==> src/rtl/ssd_source_select_pkg.sv <==
// Shared definitions for the seven-segment display path: source encodings,
// display width and the saturating conversion into the display range.
package ssd_source_select_pkg;

    localparam int DISP_W = 13;
    localparam logic [DISP_W-1:0] DISP_MAX = 13'd8191;

    typedef enum logic [1:0] {
        MODE_PC   = 2'd0,
        MODE_ALU  = 2'd1,
        MODE_INST = 2'd2,
        MODE_REG  = 2'd3
    } mode_e;

    typedef struct packed {
        logic              ovf;
        logic [DISP_W-1:0] num;
    } disp_t;

    // Unsigned clamp of a 32-bit observation value to what four digits can show.
    function automatic disp_t saturate(input logic [31:0] value);
        disp_t result;
        if (value[31:DISP_W] != '0) begin
            result.ovf = 1'b1;
            result.num = DISP_MAX;
        end else begin
            result.ovf = 1'b0;
            result.num = value[DISP_W-1:0];
        end
        return result;
    endfunction

endpackage

==> src/rtl/ssd_source_select_btn_debounce.sv <==
// Push-button conditioner: 2-flop synchronizer, stable-level debounce counter
// and a one-cycle pulse on each accepted press (release is silent).
module btn_debounce #(
    parameter int DEBOUNCE_CYCLES = 1000000,
    parameter int CNT_W           = 25
) (
    input  logic clk,
    input  logic rst_n,
    input  logic btn,
    output logic press
);

    localparam logic [CNT_W-1:0] CNT_LAST = CNT_W'(DEBOUNCE_CYCLES - 1);

    logic             sync1;
    logic             sync2;
    logic             level;
    logic [CNT_W-1:0] cnt;

    // press is raised on the same edge the debounced level rises, so it is
    // visible for exactly the first cycle of the new level.
    always_ff @(posedge clk or negedge rst_n) begin
        if (!rst_n) begin
            sync1 <= 1'b0;
            sync2 <= 1'b0;
            level <= 1'b0;
            cnt   <= '0;
            press <= 1'b0;
        end else begin
            sync1 <= btn;
            sync2 <= sync1;
            press <= 1'b0;
            if (sync2 == level) begin
                cnt <= '0;
            end else if (cnt == CNT_LAST) begin
                cnt   <= '0;
                level <= ~level;
                press <= ~level;
            end else begin
                cnt <= cnt + CNT_W'(1);
            end
        end
    end

endmodule

==> src/rtl/ssd_source_select.sv <==
// Chooses one of four processor observation values for the seven-segment
// driver, samples it periodically or on a mode change, and supports freezing.
module ssd_source_select
    import ssd_source_select_pkg::*;
#(
    parameter int DEBOUNCE_CYCLES = 1000000,
    parameter int SAMPLE_CYCLES   = 25000000,
    parameter int CNT_W           = 25
) (
    input  logic              clk,
    input  logic              rst_n,
    input  logic              btn_next,
    input  logic              freeze,
    input  logic [31:0]       src_pc,
    input  logic [31:0]       src_alu,
    input  logic [31:0]       src_inst,
    input  logic [31:0]       src_reg,
    output logic [DISP_W-1:0] num,
    output logic [1:0]        mode,
    output logic              ovf
);

    localparam logic [CNT_W-1:0] TICK_LAST = CNT_W'(SAMPLE_CYCLES - 1);

    logic             press;
    logic             press_d;
    logic             frz_s1;
    logic             frz_s2;
    logic [CNT_W-1:0] tick_cnt;
    logic             tick;
    logic             load;
    mode_e            mode_q;
    logic [31:0]      sel;
    disp_t            disp_q;

    btn_debounce #(
        .DEBOUNCE_CYCLES (DEBOUNCE_CYCLES),
        .CNT_W           (CNT_W)
    ) u_btn_debounce (
        .clk   (clk),
        .rst_n (rst_n),
        .btn   (btn_next),
        .press (press)
    );

    assign tick = (tick_cnt == TICK_LAST);
    // press_d trails the mode update by one cycle so the load sees the new source.
    assign load = tick | press_d;

    always_comb begin
        sel = src_pc;
        case (mode_q)
            MODE_PC:   sel = src_pc;
            MODE_ALU:  sel = src_alu;
            MODE_INST: sel = src_inst;
            MODE_REG:  sel = src_reg;
            default:   sel = src_pc;
        endcase
    end

    always_ff @(posedge clk or negedge rst_n) begin
        if (!rst_n) begin
            frz_s1   <= 1'b0;
            frz_s2   <= 1'b0;
            press_d  <= 1'b0;
            tick_cnt <= '0;
            mode_q   <= MODE_PC;
            disp_q   <= '0;
        end else begin
            frz_s1  <= freeze;
            frz_s2  <= frz_s1;
            press_d <= press;

            if (tick) begin
                tick_cnt <= '0;
            end else begin
                tick_cnt <= tick_cnt + CNT_W'(1);
            end

            if (press) begin
                mode_q <= mode_e'(mode_q + 2'd1);
            end

            if (load && !frz_s2) begin
                disp_q <= saturate(sel);
            end
        end
    end

    assign num  = disp_q.num;
    assign ovf  = disp_q.ovf;
    assign mode = mode_q;

endmodule

==> config.mk <==
export PLATFORM = sky130hd
export DESIGN_NAME = ssd_source_select
export DESIGN_NICKNAME = d
export VERILOG_FILES = /design/src/rtl/ssd_source_select_pkg.sv /design/src/rtl/ssd_source_select_btn_debounce.sv /design/src/rtl/ssd_source_select.sv
export SDC_FILE = /design/constraint.sdc
export NUM_CORES = 1
export LEC_CHECK = 0
export BUFFER_PORTS_ARGS = -buffer_cell sky130_fd_sc_hd__buf_2
export CORE_MARGIN = 5
export CORE_UTILIZATION = 40
export DETAILED_ROUTE_END_ITERATION = 8
export GPL_ROUTABILITY_DRIVEN = 0
export GPL_TIMING_DRIVEN = 0
export PLACE_DENSITY = 0.65
export SETUP_SLACK_MARGIN = 0.2
export SLEW_MARGIN = 20
export SYNTH_ARGS = -nofsm -noshare
export SYNTH_HDL_FRONTEND = slang
export SYNTH_SLANG_ARGS = --single-unit
==> constraint.sdc <==
create_clock -name clk -period 6.1 [get_ports clk]
set_input_delay 0.61 -clock clk [delete_from_list [all_inputs] [get_ports clk]]
set_output_delay 0.61 -clock clk [all_outputs]
set_load 0.02 [all_outputs]
======== Word-level counts from Yosys, hierarchy flattened ========
Cells that the tools add are included.
word-level totals
  bits in registers ....................... 73
  bits in latches ......................... 0
  memory bits (writable) .................. 0
  bits in read-only memories .............. 0
  bits of input ports ..................... 132
  output and inout port bits .............. 16
  logic and storage cells ................. 36
  memories ................................ 0
cells by class
  add/subtract/negate cells ............... 3
  multipliers ............................. 0
  divide/modulo/power cells ............... 0
  order comparisons ....................... 0
  equality and inequality tests ........... 6
  shifts and indexed selects .............. 0
  mux-type cells .......................... 7
  bitwise gates (word level) .............. 3
  reductions and logical operators ........ 5
operators by type and width
  kind                                                                     number
  32-bit case mux with 4 select lines                                      1
  25-bit two-way mux                                                       3
  25-bit by 1-bit adder with 25-bit output, second input constant          2
  25-bit by 20-bit equality test with 1-bit output, second input constant  1
  25-bit equality test, second input constant                              1
  19-bit nonzero test                                                      1
  14-bit two-way mux                                                       1
  2-bit equality test, second input constant                               2
  2-bit by 1-bit adder with 2-bit output, second input constant            1
  2-bit by 1-bit equality test with 1-bit output, second input constant    1
  2-bit logical NOT                                                        1
  1-bit two-way mux                                                        2
  1-bit NOT                                                                2
  2-bit AND reduction                                                      1
  1-bit equality test                                                      1
  1-bit logical AND                                                        1
  1-bit logical NOT                                                        1
  1-bit OR                                                                 1

======== Logic depth before layout (Yosys ltp) ========
Gate-level depths: netlist (run 1).
  depth after elaboration ................. 4
  gate-level depth with buffers ........... 9
  depth with buffers taken out ............ 7

======== Modules after synthesis ========
From an unflattened synthesis (run 1), not the netlist that was laid out.
unflattened totals
  cell total of the unflattened synthesis .. 403
  area, all modules ....................... 3990.1 um^2
modules (own cells, without submodules)
  module             instances  cells an instance  area each (um^2)  sequential area each (um^2)
  ssd_source_select  1          255                2481.1            1101.1
  btn_debounce       1          148                1508.9            725.7

======== Least setup slack after synthesis (run 1) ========
OpenSTA, ideal clock, no wires.
  path kind ............................... register -> register
  start point ............................. register mode_q[0], in the netlist mode[0]
  end point ............................... register disp_q (netlist bit num[10])
  setup time .............................. 0.134 ns
  data arrival time ....................... 1.916 ns
  data required time ...................... 5.966 ns
  setup slack ............................. 4.049 ns
  cell stages (with the launch flop) ...... 10
  period minus slack after synthesis ...... 2.051 ns
  cell sequence ........................... dfrtp_1 > inv_1 > ha_1 > nor4_1 > nand2_1 > o22ai_1 > and3_1 > buf_1 > buf_2 > o221ai_2
on the way
  word-level cells in the longest chain between the ends .. 4
  elaborated cells on any way between the ends .. 7
ends and longest elaborated chain
  item                                               line                         source
  start: declaration                                 ssd_source_select.sv:32      mode_e mode_q;
  start signal: assignment                           ssd_source_select.sv:81      mode_q <= mode_e'(mode_q + 2'd1);
  2-bit equality test, or another cell as far along  ssd_source_select.sv:52      case (mode_q)
  32-bit case mux with 4 select lines (*)            ssd_source_select.sv:52
  19-bit nonzero test                                ssd_source_select_pkg.sv:23  if (value[31:DISP_W] != '0) begin
  14-bit two-way mux (*)                             ssd_source_select_pkg.sv:23
  end signal: assignment                             ssd_source_select.sv:85      disp_q <= saturate(sel);
  end: declaration                                   ssd_source_select.sv:34      disp_t disp_q;
Every way passes the cells marked *; elsewhere a longest branch is shown, timed or not.
A chain may end at the register's enable or synchronous reset.

======== Worst setup path after layout (run 1) ========
  start point ............................. register tick_cnt[7]
  end point ............................... register disp_q (netlist bit num[7])
on the way
  word-level cells in the longest chain between the ends .. 3
ends and longest elaborated chain
  item                      line                     source
  start: declaration        ssd_source_select.sv:29  logic [CNT_W-1:0] tick_cnt;
  start signal: assignment  ssd_source_select.sv:77  tick_cnt <= tick_cnt + CNT_W'(1);
  25-bit equality test      ssd_source_select.sv:46  assign tick = (tick_cnt == TICK_LAST);
  1-bit OR                  ssd_source_select.sv:48  assign load = tick | press_d;
  1-bit logical AND         ssd_source_select.sv:84  if (load && !frz_s2) begin
No other way between the ends.

==> run summary, run 1 <==
Flop pwr share: 53.5%
Final period utilization: 37.47%
Cell-internal power: 710.9 µW
Switching Share: 22.39%
Unrepaired setup endpoints after global routing: false
Status: finished clean
Die width: 107.8 µm
Hold_buf cts: 0
Iter 0 DRT Violations: 223
Clk_lat worst skew: 0.34 ns
Crit. End Element: flop
CTS tree: built
Detailed placer's ending HPWL: 8616 µm
Share of cells above drive strength 1: 32.25%
Initial Util: 41.24%
Comb power frac: 7.6%
Distinct cell type count of the synthesized netlist: 39
Synthesized area: 0.003829 mm²
Post-route ant nets: 0
VDD IR max: 0.1570 mV
RR Startpoint: tick_cnt[7]
Post-route minimum period: 2.286 ns
Slew Viols, Final: 0
Vias in the first global route: 3486
Sequential area share after synthesis: 47.71%
Syn nets: 529
DRT Pass-1 Iters: 7
LEAKAGE: 2.108 nW
I/O pins: 148
Antenna violations before repair: 0
Switching Power: 205.1 µW
Data arrival, critical path: 2.54 ns
Internal reg-to-reg setup slack: 3.81 ns
# diodes: 0
Worst setup path class: flop to flop
Post-Synth XOR/XNOR Area: 10.98%
Clock share of power: 38.9%
Storage element area: 0.001827 mm²
Worst-Margin Slew: 0.8453 ns
First-pass GRT wire length: 17370 µm
Compound-cell area share of the yosys netlist: 12.78%
Most common cell after layout, fill and taps aside: buf_2
Final WL: 11030 µm
Vias per std cell: 5.344
Count of state elements after synthesis: 73
Startpoint Class: flop
Setup total negative slack: 0 ns
Core Footprint: 0.009284 mm²
Gates resized, CTS repair: 0
Multiplexer share of the synthesized area: 0.2941%
Most frequent cells in the layout: buf_2, dfrtp_1, nor2_1
R2R cell count: 6
CTS buffer count: 9
Slowest Stage Delay on Critical Path: 0.45 ns
Synth Area in Simple Gates: 23.37%
Wirelength per Cell: 16.13 µm
Pwr Density: 185.1 mW/mm²
Crit path launch: tick_cnt[7]
CTS root buffer: clkbuf_8
Final hold violations: 0
Site Rows: 35
Clock buffer depth: 2
Max cap viols: 0
Via count: 3655
Worst hold path type: primary input to asynchronous set/reset pin
Clk slew on worst S/H paths: 0.07 ns
Cell Chain, Critical Path: nor4b_1 -> nand4_1 -> o41a_1 -> a311o_1 -> buf_6 -> o221ai_2
Multi-input gate area: 0.001897 mm²
Vert. Die Dim: 107.8 µm
CTS H-tree lvls: 3
Setup Buffers After CTS: 0
CP max stage cell: a311o_1
Fillers: 888
Die ar.: 0.01163 mm²
Final hold slack: 0.1687 ns
Buffers on Ports: 147
NumNets Final: 688
Setup Skew: 0.005599 ns
Final setup viols: 0
Maximum clock frequency: 0.4375 GHz
Pin count of the biggest net entering global routing: 50
Num Clock Sinks: 73
Post-Synth Adder-Cell Area: 1.961%
Cells after Synth: 391
Largest family of logic cells by synthesized area: simple AND/OR/NAND/NOR gates
Layout area overhead: 29.28%
Crit Path Max Fanout: 10
# DRC: 0
Critical Path RT: 6.35 ns
Tot GR Track Use: 18.93%
Synthesis Warnings: 0
Rel. slew slack: 43.13%
Remaining Overflow, GRT: 0
Syn_area_per_cell: 9.792 µm²
==> metal layers <==
metal  share of wire (%)  vias up  GRT usage, %
li1                    -     1747             -
met1                  46     1750         26.89
met2                  45      146         28.77
met3                 8.0       12         5.759
met4                0.72        0         3.427
met5                   0        -             0
==> critical path: cells and delay by family, from the launching register on <==
family / cells / cell delay [ns]
AOI/OAI and AO/OA: 3 / 1.04
and+or+nand+nor: 2 / 0.54
DFF: 1 / 0.42
buffers and inverters: 1 / 0.19
==> cell type report <==
type                       count  area share (%)
clock inverter                 5           1.138
tap                          129           3.261
inverter                       9          0.6825
timing repair buffer         148           15.47
sequential                    73           36.91
buffer                        18           1.567
multi-input combinational    291           38.32
clock buffer                  11           2.654
==> Yosys cell counts <==
| library cell | instances | area, µm² |
|---|---|---|
| a222oi_1 | 13 | 130.1 |
| a311o_1 | 1 | 10.01 |
| and2_0 | 1 | 6.260 |
| and2_1 | 1 | 6.260 |
| and3_1 | 7 | 43.79 |
| and3_4 | 1 | 11.26 |
| and3b_1 | 1 | 8.760 |
| and4_1 | 3 | 26.28 |
| buf_1 | 1 | 3.750 |
| buf_2 | 2 | 10.01 |
| buf_6 | 1 | 11.26 |
| clkbuf_1 | 14 | 52.55 |
| clkinv_1 | 1 | 3.750 |
| dfrtp_1 | 73 | 1827 |
| ha_1 | 6 | 75.07 |
| inv_1 | 8 | 30.03 |
| mux2_2 | 1 | 11.26 |
| nand2_1 | 29 | 108.9 |
| nand2b_1 | 1 | 6.260 |
| nand3_1 | 22 | 110.1 |
| nand3_2 | 1 | 10.01 |
| nand4_1 | 10 | 62.56 |
| nor2_1 | 53 | 198.9 |
| nor2b_1 | 3 | 18.77 |
| nor3_1 | 11 | 55.05 |
| nor4_1 | 26 | 162.7 |
| nor4_2 | 1 | 12.51 |
| nor4b_1 | 2 | 17.52 |
| o21ai_0 | 27 | 135.1 |
| o221ai_1 | 4 | 35.03 |
| o221ai_2 | 9 | 135.1 |
| o22ai_1 | 1 | 6.260 |
| o2bb2ai_1 | 1 | 8.760 |
| o41a_1 | 1 | 11.26 |
| o41ai_1 | 2 | 17.52 |
| or2_1 | 1 | 6.260 |
| or4_1 | 3 | 22.52 |
| xnor2_1 | 31 | 271.5 |
| xor2_1 | 17 | 148.9 |
==> cells by family (layout without fill, tap and decap cells) <==
logic type | Yosys count | after routing
AO/OA/AOI/OAI | 59 | 59
XOR/XNOR | 48 | 48
adder cells (fa/ha/maj) | 6 | 6
buffers and inverters | 27 | 191
flip-flops | 73 | 73
multiplexers | 1 | 1
AND/OR/NAND/NOR | 177 | 177
==> metrics by stage <==
| stage | worst slack [ns] | instance area (µm²) | cells | utilization [%] | power [mW] |
|---|---|---|---|---|---|
| floorplan | 4.049 | 3829 | 391 | - | 0.5091 |
| global placement | 3.537 | 4726 | 667 | 50.90 | 0.5641 |
| detailed placement | 3.553 | 4762 | 668 | 51.29 | 0.5683 |
| CTS | 3.812 | 4950 | 684 | 53.32 | 0.9295 |
| global route | 3.625 | 4950 | 684 | 53.32 | 0.9629 |
| finish | 3.814 | 4950 | 684 | 53.32 | 0.9161 |
==> sequential cells by signal, indices dropped and copies added, names as in the netlist <==
name                  flops
frz_s1                    1
frz_s2                    1
mode                      2
num                      13
ovf                       1
press_d                   1
tick_cnt                 25
u_btn_debounce.cnt       25
u_btn_debounce.level      1
u_btn_debounce.press      1
u_btn_debounce.sync1      1
u_btn_debounce.sync2      1
==> path summary, 6_finish.rpt <==
path,end
worst min register to register,u_btn_debounce.sync2
worst min-delay path,u_btn_debounce.cnt[18]
worst max register to register,num[7]
worst max-delay path,num[7]
max in group asynchronous,num[12]
min in group clk,u_btn_debounce.sync2
==> power by group through the flow <==
| stage | clock network (mW) | registers (mW) | logic (mW) |
|---|---|---|---|
| 6_report | 0.357 | 0.490 | 0.0696 |
| 3_5_place_dp | 0 | 0.499 | 0.0691 |
| 3_3_place_gp | 0 | 0.499 | 0.0652 |
| 4_1_cts | 0.370 | 0.490 | 0.0695 |
| 2_1_floorplan | 0 | 0.498 | 0.0107 |
| 5_1_grt | 0.396 | 0.490 | 0.0764 |
No activity file was read; power rests on OpenSTA's default activity.
==> run 2: changes to the inputs <==
clock period = 2.4 ns   (was 6.1 ns; I/O delays follow)
==> run 2 against run 1 <==
  * Via count increased by 0.47%
  * Worst setup slack lost 3.5 ns
  * Combinational power grew to 2.6 times the previous value
  * Sequential power increased to 2.5 times the previous value
  * Critical path depth unchanged
  * Maximum frequency grew 7.6%
  * Cell count grew 1.2%
  * Global-route usage grew 0.29 points
  * Power rose to 2.6 times the previous value
  * Non-clock buffer count grew 8
  * Critical endpoint unchanged
  * Wire length rose by 0.93%
  * Register-to-register slack worse by 3.5 ns
==> run summary, run 2 (same netlist as run 1, synthesis figures left out) <==
Layout area overhead: 32.45%
I/O pins: 148
Data arrival, critical path: 2.37 ns
Core Footprint: 0.009284 mm²
Final hold violations: 0
Pwr Density: 461.2 mW/mm²
Placed inst area: 0.004762 mm²
Clk_lat worst skew: 0.34 ns
Buffers on Ports: 147
Post-layout util: 54.62%
DRT Pass-1 Iters: 5
Post-route minimum period: 2.124 ns
Pin count of the biggest net entering global routing: 50
Final period utilization: 88.50%
Clock share of power: 39.1%
Final WL: 11130 µm
Final Power: 2.339 mW
Status: finished clean
Cell Chain, Critical Path: nor4b_2 -> nand4_1 -> o41a_1 -> a311o_2 -> buf_6 -> o221ai_2
LEAKAGE: 2.173 nW
Vias per std cell: 5.306
Clk slew on worst S/H paths: 0.08 ns
Comb power frac: 7.7%
Remaining Overflow, GRT: 0
Cell-internal power: 1.811 mW
Startpoint Class: flop
Slowest Stage Delay on Critical Path: 0.43 ns
Clock buffer depth: 2
CTS buffer count: 9
Die ar.: 0.01163 mm²
NumNets Final: 696
Vert. Die Dim: 107.8 µm
Worst-Margin Slew: 0.7268 ns
Final hold slack: 0.2375 ns
Via count: 3672
Detailed placer's ending HPWL: 8616 µm
# diodes: 0
Wirelength per Cell: 16.09 µm
CTS root buffer: clkbuf_8
# DRC: 0
Vias in the first global route: 3511
Unrepaired setup endpoints after global routing: true
Die width: 107.8 µm
CTS tree: built
CP max stage cell: o41a_1
Final setup viols: 0
Critical Path RT: 2.65 ns
Switching Share: 22.57%
Maximum clock frequency: 0.4708 GHz
Fillers: 875
First-pass GRT wire length: 17600 µm
Max cap viols: 0
Crit Path Max Fanout: 6
Crit. End Element: flop
Post-route cell area: 0.005071 mm²
Flop pwr share: 53.2%
Worst hold path type: primary input to flop
Post-route ant nets: 0
Initial Util: 41.24%
Site Rows: 35
VDD IR max: 0.4027 mV
Iter 0 DRT Violations: 215
Antenna violations before repair: 0
Tot GR Track Use: 19.23%
Num Clock Sinks: 73
Slew Viols, Final: 0
Switching Power: 527.8 µW
Worst setup path class: flop to flop
CTS H-tree lvls: 3
Rel. slew slack: 51.14%
Share of cells above drive strength 1: 34.64%
Most common cell after layout, fill and taps aside: buf_2
Setup Skew: 0.006841 ns
Most frequent cells in the layout: buf_2, dfrtp_1, nor2_1
[run 2: cell count changes in the layout (fill, tap and decap cells not counted), moves of 2 or more]
| cell | change |
|---|---|
| buf_2 | -2 |
| buf_4 | +4 |
| buf_6 | +3 |
| clkbuf_1 | -4 |
| clkbuf_2 | +5 |
| dlygate4sd3_1 | +3 |
| nor4b_1 | -2 |
| nor4b_2 | +2 |
[run 2: power groups by stage]
stage | logic, mW | registers [mW] | clock network (mW)
2_1_floorplan | 0.0271 | 1.27 | 0
3_3_place_gp | 0.166 | 1.27 | 0
3_5_place_dp | 0.176 | 1.27 | 0
4_1_cts | 0.181 | 1.24 | 0.941
5_1_grt | 0.199 | 1.25 | 1.01
6_report | 0.181 | 1.24 | 0.913
[run 2: layer usage]
metal  track usage (%)  vias to the layer above  wire length, µm
met5                 0                        -                0
met4             3.427                        0               73
met3             5.759                       10              757
met2             29.40                      113             5071
met1             27.24                     1781             5232
li1                  -                     1768                -
[run 2: cell type report]
cell class | instances | area, µm² | share of cell area [%]
multi-input combinational | 291 | 1928 | 38.02
inverter | 9 | 33.78 | 0.6662
timing repair buffer | 156 | 837.1 | 16.51
clock buffer | 11 | 131.4 | 2.591
tap | 129 | 161.4 | 3.183
buffer | 18 | 96.34 | 1.900
sequential | 73 | 1827 | 36.02
clock inverter | 5 | 56.30 | 1.110
[run 2: repair_timing]
action / CTS / global route
cloned: 1 / 0
hold buffers: 3 / 0
resized for setup: 11 / 9
setup endpoints to repair: 30 / 47
hold endpoints to repair: 26 / 0
buffers inserted: 3 / 1
pin swaps: 5 / 1
[run 2: worst max-delay path, delay by kind of cell, from the launching register on]
| kind | cells | cell delay (ns) |
|---|---|---|
| AOI/OAI and AO/OA | 3 | 1.02 |
| DFF | 1 | 0.42 |
| buffers and inverters | 1 | 0.17 |
| and+or+nand+nor | 2 | 0.43 |
[run 2: final timing paths]
path | start | to | slack, ns | cells after the start
max in group asynchronous | rst_n | num[12] | 1.51 | 3
min in group asynchronous | rst_n | u_btn_debounce.cnt[18] | 0.35 | 2
hold / removal | src_pc[9] | num[9] | 0.24 | 3
setup reg to reg | tick_cnt[9] | num[7] | 0.28 | 6
hold reg to reg | u_btn_debounce.sync1 | u_btn_debounce.sync2 | 0.35 | 0
setup / recovery | tick_cnt[9] | num[7] | 0.28 | 6
[run 2: stage by stage]
step | std cells | TNS (ns) | worst slack, ns
3_5_place_dp | 668 | 0 | 0.1380
5_1_grt | 692 | 0 | 0.1327
3_3_place_gp | 667 | -1.570 | -0.1627
6_report | 692 | 0 | 0.2761
2_1_floorplan | 391 | 0 | 0.3493
4_1_cts | 691 | 0 | 0.1542
